## src/rtl/writeback_stage_pkg.sv

```systemverilog
// Shared constants and the result-buffer entry type used by the writeback stage.
package constants;

  localparam int unsigned WORD_SIZE      = 19;
  // Upper bound on register-index width; narrower indices are zero-extended on push.
  localparam int unsigned REG_ADDR_MAX_W = 8;

  typedef struct packed {
    logic [WORD_SIZE-1:0]      data;
    logic [REG_ADDR_MAX_W-1:0] rd;
    logic                      we;
  } wb_entry_t;

endpackage

```

## src/rtl/wb_fifo.sv

```systemverilog
// Circular result buffer with head/tail pointers and an occupancy count.
// DEPTH must be a power of two, so the pointers wrap naturally.
module wb_fifo #(
  parameter int unsigned DEPTH = 2,
  parameter type         entry_t = logic [7:0]
) (
  input  logic   clk,
  input  logic   reset,
  input  logic   push,
  input  logic   pop,
  input  logic   flush,
  input  entry_t push_entry,
  output entry_t head_entry,
  output logic   empty,
  output logic   full
);

  localparam int unsigned PTR_W = $clog2(DEPTH);
  localparam int unsigned CNT_W = PTR_W + 1;

  entry_t             mem [DEPTH];
  logic [PTR_W-1:0]   head;
  logic [PTR_W-1:0]   tail;
  logic [CNT_W-1:0]   count;

  always_ff @(posedge clk) begin
    if (!reset || flush) begin
      head  <= '0;
      tail  <= '0;
      count <= '0;
    end else begin
      if (push) tail <= tail + PTR_W'(1);
      if (pop)  head <= head + PTR_W'(1);
      count <= count + CNT_W'(push) - CNT_W'(pop);
    end
  end

  // Storage is deliberately left unreset; only the pointers define validity.
  always_ff @(posedge clk) begin
    if (reset && !flush && push) mem[tail] <= push_entry;
  end

  assign head_entry = mem[head];
  assign empty      = (count == '0);
  assign full       = (count == CNT_W'(DEPTH));

endmodule

```

## src/rtl/writeback_stage.sv

```systemverilog
// Writeback stage: buffers ALU results and retires them into the register file.
// Define WB_FLAGS_EN to add registered zero/negative flags updated on each retire.
module writeback_stage
  import constants::*;
#(
  parameter int unsigned REG_ADDR_W = 4,
  parameter int unsigned DEPTH      = 2
) (
  input  logic                  clk,
  input  logic                  reset,
  input  logic                  alu_valid,
  output logic                  alu_ready,
  input  logic [WORD_SIZE-1:0]  alu_result,
  input  logic [REG_ADDR_W-1:0] alu_rd,
  input  logic                  alu_we,
  input  logic                  flush,
  input  logic                  rf_ready,
  output logic                  rf_we,
  output logic [REG_ADDR_W-1:0] rf_waddr,
  output logic [WORD_SIZE-1:0]  rf_wdata,
  output logic                  empty
`ifdef WB_FLAGS_EN
  ,
  output logic                  flag_z,
  output logic                  flag_n
`endif
);

  wb_entry_t push_entry;
  wb_entry_t head;
  logic      full;
  logic      push;
  logic      pop;
  logic      unused_head_rd;

  always_comb begin
    push_entry      = '0;
    push_entry.data = alu_result;
    push_entry.rd   = REG_ADDR_MAX_W'(alu_rd);
    push_entry.we   = alu_we;
  end

  assign alu_ready = !full;
  assign push      = alu_valid && alu_ready;
  assign pop       = !empty && (rf_ready || !head.we);

  wb_fifo #(
    .DEPTH   (DEPTH),
    .entry_t (wb_entry_t)
  ) u_fifo (
    .clk        (clk),
    .reset      (reset),
    .push       (push),
    .pop        (pop),
    .flush      (flush),
    .push_entry (push_entry),
    .head_entry (head),
    .empty      (empty),
    .full       (full)
  );

  // Strobe is masked during reset so a pending head never writes in the reset cycle.
  assign rf_we          = reset && !empty && head.we;
  assign rf_waddr       = head.rd[REG_ADDR_W-1:0];
  assign rf_wdata       = head.data;
  assign unused_head_rd = ^head.rd;

`ifdef WB_FLAGS_EN
  always_ff @(posedge clk) begin
    if (!reset) begin
      flag_z <= 1'b0;
      flag_n <= 1'b0;
    end else if (pop && !flush) begin
      flag_z <= (head.data == '0);
      flag_n <= head.data[WORD_SIZE-1];
    end
  end
`endif

endmodule

```

## config.mk

```make
export PLATFORM = sky130hd
export DESIGN_NAME = writeback_stage
export DESIGN_NICKNAME = d
export VERILOG_FILES = /design/src/rtl/writeback_stage_pkg.sv /design/src/rtl/wb_fifo.sv /design/src/rtl/writeback_stage.sv
export SDC_FILE = /design/constraint.sdc
export NUM_CORES = 1
export LEC_CHECK = 0
export CELL_PAD_IN_SITES_DETAIL_PLACEMENT = 1
export CELL_PAD_IN_SITES_GLOBAL_PLACEMENT = 1
export CORE_ASPECT_RATIO = 0.9
export CORE_UTILIZATION = 40
export DETAILED_ROUTE_END_ITERATION = 7
export PLACE_DENSITY_LB_ADDON = 0.1
export SKIP_CTS_REPAIR_TIMING = 1
export SLEW_MARGIN = 20
export SYNTH_ARGS = -nofsm -noshare
export SYNTH_HDL_FRONTEND = slang
export SYNTH_SLANG_ARGS = --single-unit
```

## constraint.sdc

```tcl
create_clock -name clk -period 4.4 [get_ports clk]
set_input_delay 0.88 -clock clk [delete_from_list [all_inputs] [get_ports clk]]
set_output_delay 0.88 -clock clk [all_outputs]
set_load 0.03 [all_outputs]
```

==> flow_metrics.env <==
export IMPL_start_util_pct=41.5
export IMPL_criticalPathCategory="in2out"
export IMPL_min_path_type="reg2reg"
export IMPL_synth_net_count=137
export IMPL_crit_arrival_ps=2240
export IMPL_ys_warnings_count=0
export IMPL_grt_pass1_wl_um=5830
export IMPL_drt_iter0_drc=67
export IMPL_wl_per_cell_um=15.2
export IMPL_io_pins=55
export IMPL_synth_area_per_cell_um2=18.9
export IMPL_place_area_um2=2630
export IMPL_cp_end_kind="output port"
export IMPL_antenna_found_initial=0
export IMPL_tns_ps=0
export IMPL_synth_area_um2=2010
export IMPL_status="finished clean"
export IMPL_drive_above_1_share_pct=22.2
export IMPL_ys_ff_latch=53
export IMPL_seqCellArea_um2=1540
export IMPL_grt_max_degree=25
export IMPL_ys_types=22
export IMPL_seq_area_frac_synth_pct=76.8
export IMPL_vdd_drop_max_v=0.000213
export IMPL_cp_required_ps=3520
export IMPL_clk_path_buf_depth=2
export IMPL_die_w_um=76.7
export IMPL_fill_cells=455
export IMPL_grt_ovfl_total=0
export IMPL_synthCells=106
export IMPL_worst_pin_slew_ps=683
export IMPL_numCtsBuffers=5
export IMPL_gp_congestion=0.674
export IMPL_core_um2=4830
export IMPL_dieHeight_um=69.2
export IMPL_rsz0062_at_grt="no"
export IMPL_drv_cap=0
export IMPL_finalInstanceArea_um2=2720
export IMPL_route_antenna_remaining_nets=0
export IMPL_startpoint="reset"
export IMPL_insertion_delay_ps=290
export IMPL_clkTransAtPathRegs_ps=90
export IMPL_clock_fmax_mhz=320
export IMPL_wl_um=3520
export IMPL_crit_path_start_kind="input pin"
export IMPL_hp_start="u_fifo.head"
export IMPL_hold_viol=0
export IMPL_htreeDepth=2
export IMPL_fin_worst_skew_ps=5.25
export IMPL_port_buffers=54
export IMPL_rows=24
export IMPL_clkSinkCount=53
export IMPL_grtUsageTotal_pct=14.7
export IMPL_drc=0
export IMPL_first_global_vias=1221
export IMPL_p_per_area_nw_per_um2=367
export IMPL_tritoncts="yes"
export IMPL_fin_crit_sh_pct=70.9
export IMPL_area_growth_syn_to_layout_pct=35.3
export IMPL_multi_input_area_um2=435
export IMPL_dr_total_vias=1080
export IMPL_root_buffer="clkbuf_8"
export IMPL_dr_pass1_iters=4
export IMPL_drt_vias_per_instance=4.66
export IMPL_place_hpwl_um=2510
export IMPL_finalMaxSlewViolations=0
export IMPL_dieArea_um2=5310
export IMPL_p_leak_nw=0.905
export IMPL_antenna_cells=0
export IMPL_cp_max_fo=2
export IMPL_nets=197
export IMPL_relSlewSlack_pct=54.4
export IMPL_setup_violations=0
export IMPL_layout_min_cycle_time_ps=3120
## stage by stage
stage / std cells / setup slack, ps / utilization (%) / power (mW) / hold slack (ps)
2_1_floorplan: 106 / 1710 / - / 0.679 / 452
3_3_place_gp: 224 / 1290 / 54.4 / 0.748 / 461
3_5_place_dp: 224 / 1230 / 54.4 / 0.755 / 482
4_1_cts: 232 / 896 / 56.2 / 1.01 / 497
5_1_grt: 232 / 1160 / 56.2 / 1.05 / 529
6_report: 232 / 1280 / 56.2 / 0.996 / 493
## synthesized netlist by cell type (all sizes together)
cell / n / share of area [%]
or3: 1 / 0.31
nor3b: 1 / 0.37
and3: 1 / 0.31
a21boi: 1 / 0.37
nand2b: 1 / 0.31
o21ai: 1 / 0.25
nor2: 3 / 0.56
buf: 3 / 0.87
dfxtp: 5 / 5.0
inv: 4 / 0.75
mux2i: 3 / 1.5
o22a: 1 / 0.50
nor2b: 2 / 1.0
and2: 2 / 0.62
ha: 2 / 1.2
nand2: 1 / 0.19
mux2: 23 / 13
edfxtp: 48 / 72
xnor2: 2 / 0.87
nand3: 1 / 0.25
## layout make-up
type	count	share of cell area (%)
repair buffers	56	20.5
well taps	65	2.99
inverters	4	0.553
multi-input cells	46	16.0
clock inverters	3	0.645
flip-flops and latches	53	56.8
clock buffers	5	2.53
## cell families after synthesis
logic type / after synthesis / synth area share, %
buffers and inverters: 7 / 1.62
XOR/XNOR: 2 / 0.873
AO/OA/AOI/OAI: 3 / 1.12
adder cells (fa/ha/maj): 2 / 1.25
AND/OR/NAND/NOR: 13 / 3.93
multiplexers: 26 / 14.4
flip-flops: 53 / 76.8
## placed cells by master, fill, tap and decap left out
cell type and n:
edfxtp_1 48, and3_1 1, xnor2_1 2, and2_1 2
mux2_2 23, nor2b_4 1, a21boi_0 1, nand2b_1 1
buf_4 2, or3_1 1, nand3_1 1, dfxtp_1 4
nor2b_1 1, inv_1 4, nand2_1 1, dfxtp_2 1
nor3b_1 1, clkdlybuf4s50_1 54, clkbuf_8 5, clkinv_2 2
nor2_2 1, ha_1 2, clkinvlp_4 1, mux2i_1 3
nor2_1 2, o21ai_0 1, o22a_2 1
## per-layer routing
layer  vias to the layer above  global-route usage [%]  routed length, µm
met4                         0                    4.49                 32
met5                         -                       0                  0
li1                        515                       -                  -
met1                       530                    16.9               1410
met2                        31                    26.4               1930
met3                         4                    4.08                148
## power by group
group          switching (mW)  internal (mW)
combinational          0.0773         0.0857
clock                   0.146          0.110
sequential             0.0131          0.564
total                   0.236          0.760
## registers in the layout (all words and copies together), names as in the netlist, named ones only
register      flops
u_fifo.mem       48
u_fifo.tail       1
u_fifo.count      2
u_fifo.head       1
## final timing paths
path / endpoint / slack, ps / depth (start not counted)
worst max register to register: u_fifo.count[1] / 2200 / 8
worst min-delay path: flop / 490 / 2
worst max-delay path: rf_we / 1280 / 3
worst min register to register: flop / 490 / 2
## critical path: stages
cell and delay, ps:
clkdlybuf4s50_1 460, nor3b_1 190, clkdlybuf4s50_1 710
Note: power is estimated with default switching activity, not from simulation.
